## src/rtl/id_stage.sv

```systemverilog
// rtl/id_stage.sv - MIPS-subset instruction-decode stage with IF/ID and ID/EX registers
//
// Purpose:
//   Latches fetched instructions into IF/ID, addresses the register file,
//   applies same-cycle write-back bypass, decodes control signals, detects
//   load-use hazards, resolves beq and registers the result into ID/EX.
//
// Ports:
//   clk, rst_n                   clock, asynchronous active-low reset
//   if_valid/if_instr/if_pc      fetch handshake (accepted when id_ready)
//   id_ready                     ID can take the presented instruction
//   flush                        kill IF/ID and ID/EX contents
//   reg_raddr1/2, reg_data1/2    asynchronous register-file read port
//   wb_reg_write/waddr/wdata     write-back port, used for bypass
//   ex_mem_read, ex_rd           load currently in EX (hazard detection)
//   br_taken, br_target          combinational beq resolution
//   idex_*                       ID/EX pipeline register outputs
module id_stage #(
    parameter int WORD_WIDTH    = 32,
    parameter int REGADDR_WIDTH = 5
) (
    input  logic                     clk,
    input  logic                     rst_n,
    input  logic                     if_valid,
    input  logic [WORD_WIDTH-1:0]    if_instr,
    input  logic [WORD_WIDTH-1:0]    if_pc,
    output logic                     id_ready,
    input  logic                     flush,
    output logic [REGADDR_WIDTH-1:0] reg_raddr1,
    output logic [REGADDR_WIDTH-1:0] reg_raddr2,
    input  logic [WORD_WIDTH-1:0]    reg_data1,
    input  logic [WORD_WIDTH-1:0]    reg_data2,
    input  logic                     wb_reg_write,
    input  logic [REGADDR_WIDTH-1:0] wb_waddr,
    input  logic [WORD_WIDTH-1:0]    wb_wdata,
    input  logic                     ex_mem_read,
    input  logic [REGADDR_WIDTH-1:0] ex_rd,
    output logic                     br_taken,
    output logic [WORD_WIDTH-1:0]    br_target,
    output logic                     idex_valid,
    output logic [WORD_WIDTH-1:0]    idex_pc,
    output logic [WORD_WIDTH-1:0]    idex_rs_data,
    output logic [WORD_WIDTH-1:0]    idex_rt_data,
    output logic [WORD_WIDTH-1:0]    idex_imm,
    output logic [REGADDR_WIDTH-1:0] idex_rs,
    output logic [REGADDR_WIDTH-1:0] idex_rt,
    output logic [REGADDR_WIDTH-1:0] idex_rd,
    output logic [2:0]               idex_alu_op,
    output logic                     idex_alu_src,
    output logic                     idex_mem_read,
    output logic                     idex_mem_write,
    output logic                     idex_reg_write,
    output logic                     idex_mem_to_reg
);

    localparam logic [5:0] OP_RTYPE = 6'h00;
    localparam logic [5:0] OP_ADDI  = 6'h08;
    localparam logic [5:0] OP_LW    = 6'h23;
    localparam logic [5:0] OP_SW    = 6'h2B;
    localparam logic [5:0] OP_BEQ   = 6'h04;

    localparam logic [5:0] FN_ADD = 6'h20;
    localparam logic [5:0] FN_SUB = 6'h22;
    localparam logic [5:0] FN_AND = 6'h24;
    localparam logic [5:0] FN_OR  = 6'h25;
    localparam logic [5:0] FN_SLT = 6'h2A;

    localparam logic [2:0] ALU_ADD = 3'd0;
    localparam logic [2:0] ALU_SUB = 3'd1;
    localparam logic [2:0] ALU_AND = 3'd2;
    localparam logic [2:0] ALU_OR  = 3'd3;
    localparam logic [2:0] ALU_SLT = 3'd4;

    // ------------------------------------------------------------------
    // IF/ID register
    // ------------------------------------------------------------------
    logic                  ifid_valid_q, ifid_valid_d;
    logic [WORD_WIDTH-1:0] ifid_instr_q, ifid_instr_d;
    logic [WORD_WIDTH-1:0] ifid_pc_q,    ifid_pc_d;

    // Decoded instruction fields
    logic [5:0]               op;
    logic [5:0]               funct;
    logic [REGADDR_WIDTH-1:0] rs;
    logic [REGADDR_WIDTH-1:0] rt;
    logic [REGADDR_WIDTH-1:0] rd;
    logic [WORD_WIDTH-1:0]    imm;

    assign op    = ifid_instr_q[31:26];
    assign rs    = ifid_instr_q[25:21];
    assign rt    = ifid_instr_q[20:16];
    assign rd    = ifid_instr_q[15:11];
    assign funct = ifid_instr_q[5:0];
    assign imm   = {{(WORD_WIDTH-16){ifid_instr_q[15]}}, ifid_instr_q[15:0]};

    assign reg_raddr1 = rs;
    assign reg_raddr2 = rt;

    // ------------------------------------------------------------------
    // Control decode
    // ------------------------------------------------------------------
    logic [2:0]               dec_alu_op;
    logic                     dec_alu_src;
    logic                     dec_mem_read;
    logic                     dec_mem_write;
    logic                     dec_reg_write;
    logic                     dec_mem_to_reg;
    logic [REGADDR_WIDTH-1:0] dec_dest;
    logic                     dec_rt_src;   // rt is read as an operand

    always_comb begin
        dec_alu_op     = ALU_ADD;
        dec_alu_src    = 1'b0;
        dec_mem_read   = 1'b0;
        dec_mem_write  = 1'b0;
        dec_reg_write  = 1'b0;
        dec_mem_to_reg = 1'b0;
        dec_dest       = '0;
        dec_rt_src     = 1'b0;
        case (op)
            OP_RTYPE: begin
                // rt is a source for any R-type, even an unrecognised funct,
                // so hazard detection stays conservative.
                dec_rt_src = 1'b1;
                case (funct)
                    FN_ADD: begin dec_alu_op = ALU_ADD; dec_reg_write = 1'b1; dec_dest = rd; end
                    FN_SUB: begin dec_alu_op = ALU_SUB; dec_reg_write = 1'b1; dec_dest = rd; end
                    FN_AND: begin dec_alu_op = ALU_AND; dec_reg_write = 1'b1; dec_dest = rd; end
                    FN_OR:  begin dec_alu_op = ALU_OR;  dec_reg_write = 1'b1; dec_dest = rd; end
                    FN_SLT: begin dec_alu_op = ALU_SLT; dec_reg_write = 1'b1; dec_dest = rd; end
                    default: ;
                endcase
            end
            OP_ADDI: begin
                dec_alu_src   = 1'b1;
                dec_reg_write = 1'b1;
                dec_dest      = rt;
            end
            OP_LW: begin
                dec_alu_src    = 1'b1;
                dec_mem_read   = 1'b1;
                dec_mem_to_reg = 1'b1;
                dec_reg_write  = 1'b1;
                dec_dest       = rt;
            end
            OP_SW: begin
                dec_alu_src   = 1'b1;
                dec_mem_write = 1'b1;
                dec_rt_src    = 1'b1;
            end
            OP_BEQ: begin
                dec_rt_src = 1'b1;
            end
            default: ;
        endcase
    end

    // ------------------------------------------------------------------
    // Operand fetch with write-back bypass; r0 always reads as zero
    // ------------------------------------------------------------------
    logic [WORD_WIDTH-1:0] operand1;
    logic [WORD_WIDTH-1:0] operand2;

    always_comb begin
        if (rs == '0) begin
            operand1 = '0;
        end else if (wb_reg_write && (wb_waddr == rs)) begin
            operand1 = wb_wdata;
        end else begin
            operand1 = reg_data1;
        end

        if (rt == '0) begin
            operand2 = '0;
        end else if (wb_reg_write && (wb_waddr == rt)) begin
            operand2 = wb_wdata;
        end else begin
            operand2 = reg_data2;
        end
    end

    // ------------------------------------------------------------------
    // Hazard, handshake and branch resolution
    // ------------------------------------------------------------------
    logic hazard;
    logic accept;
    logic issue;

    assign hazard = ifid_valid_q && ex_mem_read && (ex_rd != '0) &&
                    ((ex_rd == rs) || ((ex_rd == rt) && dec_rt_src));

    // A flush empties the stage, so it may always take a new beat (which the
    // flush then discards).
    assign id_ready = flush || !hazard;
    assign accept   = if_valid && id_ready && !flush;
    assign issue    = ifid_valid_q && !hazard && !flush;

    assign br_taken  = ifid_valid_q && (op == OP_BEQ) && !hazard && (operand1 == operand2);
    assign br_target = ifid_pc_q + WORD_WIDTH'(4) + (imm << 2);

    // IF/ID next state. With no new beat the current instruction has moved
    // on (or been killed by a taken branch), so the register empties; only a
    // hazard holds it.
    always_comb begin
        ifid_valid_d = ifid_valid_q;
        ifid_instr_d = ifid_instr_q;
        ifid_pc_d    = ifid_pc_q;
        if (flush) begin
            ifid_valid_d = 1'b0;
        end else if (accept) begin
            ifid_valid_d = 1'b1;
            ifid_instr_d = if_instr;
            ifid_pc_d    = if_pc;
        end else if (!hazard) begin
            ifid_valid_d = 1'b0;
        end
    end

    always_ff @(posedge clk or negedge rst_n) begin
        if (!rst_n) begin
            ifid_valid_q <= 1'b0;
            ifid_instr_q <= '0;
            ifid_pc_q    <= '0;
        end else begin
            ifid_valid_q <= ifid_valid_d;
            ifid_instr_q <= ifid_instr_d;
            ifid_pc_q    <= ifid_pc_d;
        end
    end

    // ------------------------------------------------------------------
    // ID/EX register. Bubbles clear valid and every control bit; the data
    // fields are don't-care in a bubble and simply hold.
    // ------------------------------------------------------------------
    logic                     idex_valid_q;
    logic [WORD_WIDTH-1:0]    idex_pc_q;
    logic [WORD_WIDTH-1:0]    idex_rs_data_q;
    logic [WORD_WIDTH-1:0]    idex_rt_data_q;
    logic [WORD_WIDTH-1:0]    idex_imm_q;
    logic [REGADDR_WIDTH-1:0] idex_rs_q;
    logic [REGADDR_WIDTH-1:0] idex_rt_q;
    logic [REGADDR_WIDTH-1:0] idex_rd_q;
    logic [2:0]               idex_alu_op_q;
    logic                     idex_alu_src_q;
    logic                     idex_mem_read_q;
    logic                     idex_mem_write_q;
    logic                     idex_reg_write_q;
    logic                     idex_mem_to_reg_q;

    always_ff @(posedge clk or negedge rst_n) begin
        if (!rst_n) begin
            idex_valid_q      <= 1'b0;
            idex_pc_q         <= '0;
            idex_rs_data_q    <= '0;
            idex_rt_data_q    <= '0;
            idex_imm_q        <= '0;
            idex_rs_q         <= '0;
            idex_rt_q         <= '0;
            idex_rd_q         <= '0;
            idex_alu_op_q     <= '0;
            idex_alu_src_q    <= 1'b0;
            idex_mem_read_q   <= 1'b0;
            idex_mem_write_q  <= 1'b0;
            idex_reg_write_q  <= 1'b0;
            idex_mem_to_reg_q <= 1'b0;
        end else if (issue) begin
            idex_valid_q      <= 1'b1;
            idex_pc_q         <= ifid_pc_q;
            idex_rs_data_q    <= operand1;
            idex_rt_data_q    <= operand2;
            idex_imm_q        <= imm;
            idex_rs_q         <= rs;
            idex_rt_q         <= rt;
            idex_rd_q         <= dec_dest;
            idex_alu_op_q     <= dec_alu_op;
            idex_alu_src_q    <= dec_alu_src;
            idex_mem_read_q   <= dec_mem_read;
            idex_mem_write_q  <= dec_mem_write;
            idex_reg_write_q  <= dec_reg_write;
            idex_mem_to_reg_q <= dec_mem_to_reg;
        end else begin
            idex_valid_q      <= 1'b0;
            idex_alu_op_q     <= '0;
            idex_alu_src_q    <= 1'b0;
            idex_mem_read_q   <= 1'b0;
            idex_mem_write_q  <= 1'b0;
            idex_reg_write_q  <= 1'b0;
            idex_mem_to_reg_q <= 1'b0;
        end
    end

    assign idex_valid      = idex_valid_q;
    assign idex_pc         = idex_pc_q;
    assign idex_rs_data    = idex_rs_data_q;
    assign idex_rt_data    = idex_rt_data_q;
    assign idex_imm        = idex_imm_q;
    assign idex_rs         = idex_rs_q;
    assign idex_rt         = idex_rt_q;
    assign idex_rd         = idex_rd_q;
    assign idex_alu_op     = idex_alu_op_q;
    assign idex_alu_src    = idex_alu_src_q;
    assign idex_mem_read   = idex_mem_read_q;
    assign idex_mem_write  = idex_mem_write_q;
    assign idex_reg_write  = idex_reg_write_q;
    assign idex_mem_to_reg = idex_mem_to_reg_q;

endmodule

```

## config.mk

```make
export PLATFORM = sky130hd
export DESIGN_NAME = id_stage
export DESIGN_NICKNAME = d
export VERILOG_FILES = /design/src/rtl/id_stage.sv
export SDC_FILE = /design/constraint.sdc
export NUM_CORES = 1
export LEC_CHECK = 0
export ABC_AREA = 1
export CAP_MARGIN = 20
export CORE_MARGIN = 2
export CORE_UTILIZATION = 43
export DETAILED_ROUTE_END_ITERATION = 6
export PLACE_DENSITY_LB_ADDON = 0.15
export RECOVER_POWER = 25
export SETUP_SLACK_MARGIN = 0.3
export SLEW_MARGIN = 40
export SYNTH_ARGS = -nofsm -noshare
export SYNTH_HDL_FRONTEND = slang
export SYNTH_SLANG_ARGS = --single-unit
```

## constraint.sdc

```tcl
create_clock -name clk -period 3.3 [get_ports clk]
set_input_delay 0.99 -clock clk [delete_from_list [all_inputs] [get_ports clk]]
set_output_delay 0.99 -clock clk [all_outputs]
set_load 0.02 [all_outputs]
```

==> impl_metrics.py <==
metrics = {
    "clock_network": {
        "cts-root-buf": "clkbuf_16",
        "cts_num_sinks": 200,
        "h-tree-depth": 4,
        "hold_buffers": 0,
        "cts_buffers": 17,
        "path_clk_slew_ps": 80,
        "clk_path_buf_depth": 2,
        "cts_tree": "yes",
        "clk_latency_ps": 450,
    },
    "sta": {
        "holdWs_ps": 481,
        "setup_viol": 26,
        "skew_ps": 20.4,
        "drv_slew": 39,
        "finalCritPeriodShare_pct": 118,
        "fin_setup_tns_ps": -10650,
        "grt_setup_unrepaired": "yes",
        "fin_crit_ps": 3900,
        "worstMarginPinSlew_ps": 2240,
        "report.final.hold_viol_count": 0,
        "finalWorstSetupSlack_ps": -598,
        "slew_headroom_pct": -49.4,
        "max_freq_ghz": 0.257,
    },
    "synth": {
        "synthTopCellsByCount": "nand2_1, dfrtp_1, nor2_1",
        "synthFlopType": "dfrtp_1",
        "synth-adder-area-share_pct": 6.13,
        "synth_edf_count": 0,
        "synth_cell_types": 38,
        "syn-mean-instance-area_um2": 7.52,
        "syn_area_um2": 12000,
        "synth.most_common_cell": "nand2_1",
        "synth_compound_area_share_pct": 8.11,
        "synth_nets": 1823,
        "synth-seq-area-share_pct": 41.9,
        "yosysWarnings": 0,
        "synthSimpleGateAreaFrac_pct": 27.2,
        "yosysTopAreaCellShare_pct": 41.9,
        "synth_xor_area_share_pct": 3.37,
        "synthMuxAreaShare_pct": 3.20,
        "synth_top_family_by_area": "simple AND/OR/NAND/NOR gates",
        "synth-seq-cells": 200,
        "synth_area_leader_cell": "dfrtp_1",
        "ys_async_sr_fraction_pct": 100,
        "syn_inst": 1589,
        "synthTopCellsByArea": "dfrtp_1, nand2_1, ha_1, nor2_1, inv_1",
    },
    "critical_path": {
        "cp_max_fo": 8,
        "cp_data_required_time_ps": 2310,
        "crit_type": "in -> out",
        "critPathLaunchType": "primary input",
        "crit_path_end_kind": "output port",
        "cp.arrival_ps": 2910,
    },
    "die": {
        "die_height_um": 171,
        "dieArea_um2": 29100,
        "rows": 61,
        "core_um2": 27600,
        "start_util_pct": 43.4,
        "die_w_um": 171,
        "pin_count": 372,
    },
    "grt": {
        "antenna_found_initial": 2,
        "grt.overflow.total": 0,
        "grt_first_pass_wirelength_mm": 66.6,
        "grt_pass1_vias": 12600,
        "grt.total_usage_pct": 29.5,
        "grt_max_degree": 89,
    },
    "layout": {
        "multiInputGateArea_um2": 7260,
        "fin_area_um2": 20400,
        "final_nets": 2392,
        "fin_cells": 2552,
        "num-fill-cells": 2096,
        "layout-drive-gt1-share_pct": 28.7,
        "seq_area_um2": 5010,
        "syn_to_final_growth_pct": 70.3,
    },
    "placed_design": {
        "place_area_um2": 18300,
        "port_buffers": 371,
        "globalplace.congestion": 0.920,
        "dp_hpwl_mm": 32.2,
        "placedCellCount": 2473,
        "pre_cts_ws_ps": -1770,
    },
    "power": {
        "p_leak_uw": 0.0101,
        "power_density_nw_per_um2": 610,
        "ir_drop_uv": 542,
    },
    "routing": {
        "vias_per_cell": 5.01,
        "drcViolationCount": 0,
        "drtIter0Drc": 1029,
        "vias": 12800,
        "postRouteAntennaNets": 0,
        "firstDrtPassIters": 6,
        "wl_per_cell_um": 17.4,
        "drt_wl_total_mm": 44.4,
    },
    "status": {
        "status": "finished with violations",
        "violations": "max-capacitance violations, max-slew violations, negative setup slack",
    },
    "min_path": {
        "hold_path_class": "reg -> reg",
    },
    "run": {
        "maxCapViolations": 1,
    },
}
[through the flow]
stage	util [%]	power [µW]
4_1_cts	72.1	12000
2_1_floorplan	-	6320
3_5_place_dp	66.4	9200
3_3_place_gp	66.4	9140
6_report	73.9	12400
5_1_grt	73.9	13100
[metal layers]
layer  wire, µm  up-vias  GRT usage (%)
met5          0        -              0
li1           -     6143              -
met4       1600        0           10.9
met1      17300     6015           34.9
met3       3820      102           8.26
met2      21700      514           51.1
[worst max-delay path, cell delays in order]
cell	delay (ps)
buf_4	120
inv_2	60
nand2_2	50
nand2_2	90
nor2_4	50
nand3_4	70
buf_12	160
buf_12	140
nor2_2	40
nor2_2	120
nand2_1	90
nand2_1	70
nand2_1	60
nor2_2	140
nand2_1	80
nor2_2	140
nand3_2	150
nor2_4	150
buf_6	120
[worst paths after layout]
check	start	to	slack (ps)	depth (start not counted)
setup / recovery	wb_waddr[3]	br_taken	-600	19
hold / removal	idex_pc[29]$_DFFE_PN0P_	idex_pc[29]$_DFFE_PN0P_	480	2
setup reg to reg	ifid_instr_q[21]$_DFFE_PN0P_	idex_rs_data[1]$_DFFE_PN0P_	1020	14
hold reg to reg	idex_pc[29]$_DFFE_PN0P_	idex_pc[29]$_DFFE_PN0P_	480	2
max in group asynchronous	rst_n	ifid_instr_q[17]$_DFFE_PN0P_	380	2
min in group asynchronous	rst_n	idex_rs_data[14]$_DFFE_PN0P_	1180	1
[power by group]
part / switching, µW / total, µW / internal (µW)
Sequential: 327 / 3180 / 2860
Clock: 1190 / 2260 / 1070
Combinational: 3480 / 6980 / 3500
Total: 4990 / 12400 / 7430
[final cells by class]
class,count,share of cell area (%)
Sequential cell,200,24.6
Clock inverter,15,1.07
Multi-Input combinational cell,1120,35.6
Inverter,176,3.37
Antenna cell,3,0.0369
Tap cell,378,2.32
Clock buffer,17,2.09
Timing Repair Buffer,643,30.9
[repair_timing]
item,4_1_cts,5_1_grt
hold endpoints to repair,0,0
pin swaps,76,79
gates resized for setup,333,112
setup buffers,29,9
gates cloned,4,2
setup endpoints to repair,31,31
[logic make-up (layout without fill, tap and decap cells)]
group           count (synthesis)  count (layout)
flops                         200             200
fa+ha+maj                      58              58
other cells                     0               3
simple gates                  805             805
buf+inv                       269             851
compound gates                177             177
xor+xnor                       46              46
mux                            34              34
[cells in the final DEF (no fill, tap or decap), types with 4 or more instances in the layout]
cell,netlist,final
o311ai_0,5,5
inv_2,11,20
nor2_2,6,26
nand2_1,523,481
nand3_2,5,16
clkdlybuf4s50_1,0,328
mux2_2,34,34
xor2_2,0,10
inv_12,0,5
clkbuf_16,0,19
clkinv_8,0,5
o21ai_2,0,7
dfrtp_1,200,199
xnor2_2,0,8
inv_1,164,151
buf_6,0,58
o21ai_1,3,4
nand3_1,50,32
nand4_1,39,39
buf_4,40,220
xnor2_1,25,15
a21oi_1,67,47
buf_16,0,4
nor3_4,0,4
nor2_4,1,15
a21oi_2,0,14
buf_12,0,23
nand2_2,0,34
ha_4,0,43
o21ai_0,78,69
nand3_4,0,7
xor2_1,21,8
nand2_4,0,7
ha_1,57,14
nor2_1,169,135
a21oi_4,0,6
Note: power is estimated with default switching activity, not from simulation.
==> patch (config.mk and constraints unchanged) <==
Reset style: synchronous (`rst_n`), changed in 2 clocked blocks. Comments in the files are not updated.
--- a/src/rtl/id_stage.sv
+++ b/src/rtl/id_stage.sv
@@ -218,3 +218,3 @@
 
-    always_ff @(posedge clk or negedge rst_n) begin
+    always_ff @(posedge clk) begin
         if (!rst_n) begin
@@ -249,3 +249,3 @@
 
-    always_ff @(posedge clk or negedge rst_n) begin
+    always_ff @(posedge clk) begin
         if (!rst_n) begin
Behaviour: differs if rst_n is asserted again (counterexample within 4 cycles, from zero or initial values and one cycle with rst_n low); with rst_n held inactive, the same outputs for 4 cycles.
==> patch against the unedited design <==
- the flow finishes with violations (DRC, setup timing)
- final area shrank 4.1%
- first-iteration DRC count is 15% higher
- synthesized area fell by 5.8%
- count of clock-buffer cells in the layout rose by 2
- die area decreased by 5.6%
- sequential cell count unchanged
- via count is 7.9% higher
- setup slack better by 0.093 ns
- largest cell class unchanged
- routed wire length increased by 3.7%
Power is not compared: it rests on default switching activity, and its combinational part moved more than twofold at a synthesized area within 25%.
==> patch: results (changes against the unedited design) <==
status finished, violations left; failing checks DRC, setup timing; Area after DPL 0.01742 mm² (-4.7%); Total Routing Usage GR 0.3144 (+0.01908); final worst slack -0.5052 ns (+0.09320 ns); first-pass GRT wire length 69.91 mm (+4.9%); critical path peak fanout 7 (-1); mux cell area share after synthesis 0 (-0.03203); antenna violations before repair 9 (+7); ys flop type dfxtp_1; CTS max path bufs 2 (unchanged); iteration count of the initial detailed-routing pass 7 (+1); later-pin clock latency in the skew report 0.45 ns (about the same); largest net degree at the start of global routing 93 (+4.5%); pre-CTS setup slack -1.546 ns (+0.2245 ns); Via-to-Cell Ratio 5.232 (+4.5%); routing usage on met2 0.5448 (+0.03365); Synth Area in XOR/XNOR 0.03266 (-0.001047); Synth Net Count 1923 (+5.5%); async set-reset flop share out of synthesis 0 (-1.000); DRC violations left 1 (+1); CTS root buf clkbuf_16; slew margin rel. 0.1684 (+0.6619); met3 Use GR 0.05458 (-0.02801); DR iter-0 viols 1181 (+15%); post-synthesis adder-cell area fraction 0.06510 (+0.003755); post-synthesis sequential area ratio 0.3555 (-0.06324); vias in the first global route 13380 (+6.4%); hpwl dp 32.71 mm (+1.6%); GP Congestion 0.9710 (+5.5%); Synth Area in Compound Gates 0.1680 (+0.08684); synth top area cells dfxtp_1 (36%), nor2_1 (11%), nand2_1 (9.8%); Fin Clk Skew 0.01824 ns (-0.002134 ns); WL/cell 17.49 µm (+0.45%); share of cells above drive strength 1 0.2807 (-0.005840); fin nets 2512 (+5.0%); final setup vio count 24 (-7.7%); Commonest cells post-synth nor2_1 (335), nand2_1 (293), o21ai_0 (209); Distinct cells, synth 37 (-2.6%); cts bufs inserted 17 (unchanged); Synth Area per Inst 6.669 µm² (-11%); Cells after DPL 2551 (+3.2%); grt met1 use 0.3752 (+0.02591); setup TNS -8.296 ns (+2.353 ns); drt total wl 46.10 mm (+3.7%); CP arrival 2.82 ns (-0.09 ns)
==> patch: worst max-delay path, cell delays in order <==
cell and delay, ns:
buf_8 0.11, nand2_1 0.07, nand2_2 0.07, nor2_4 0.13, nand3_4 0.15, buf_12 0.18, clkbuf_16 0.16, nor2_2 0.07
nor2_1 0.05, nand2_1 0.07, nand2_1 0.07, nor2_1 0.10, nand2_1 0.10, nor2_1 0.14, nand3_2 0.12, nor2_4 0.13
buf_6 0.12
==> patch: timing repair <==
action / in CTS / in global routing
hold buffers: 0 / 0
gates resized for setup: 367 / 111
pin swaps: 82 / 84
endpoints found under the hold margin: 0 / 0
setup buffers: 27 / 13
setup endpoints to repair: 30 / 30
gates cloned: 2 / 1
==> patch: routing by layer <==
layer  vias to the layer above  wire length [µm]
met5                         -                 0
met4                         0              2275
met3                       141              2939
met2                       632             22470
met1                      6389             18410
li1                       6625                 -
==> patch: area by class of cell <==
class                           count  area [µm²]
Clock buffer                       19       454.2
Timing Repair Buffer              680        6327
Fill cell                        1974        6397
Sequential cell                   200        4023
Tap cell                          335       419.2
Inverter                          161       616.8
Clock inverter                     13       148.9
Multi-Input combinational cell   1218        7502
Antenna cell                        9       22.52
==> patch: path summary, 6_finish.rpt <==
| path | endpoint | slack, ns | cells after the start | startpoint |
|---|---|---|---|---|
| worst max-delay path | br_taken | -0.51 | 17 | wb_waddr[3] |
| worst min-delay path | ifid_instr_q[27] | 0.48 | 2 | ifid_instr_q[27] |
| worst max register to register | idex_imm[14] | 0.42 | 13 | ifid_instr_q[21] |
| worst min register to register | ifid_instr_q[27] | 0.48 | 2 | ifid_instr_q[27] |
==> patch: power by group <==
part	leakage, nW	switching (mW)	internal, mW
combinational	7.12	1.16	1.16
sequential	1.63	0.0762	2.50
clock	0.292	1.10	1.07
total	9.04	2.33	4.73
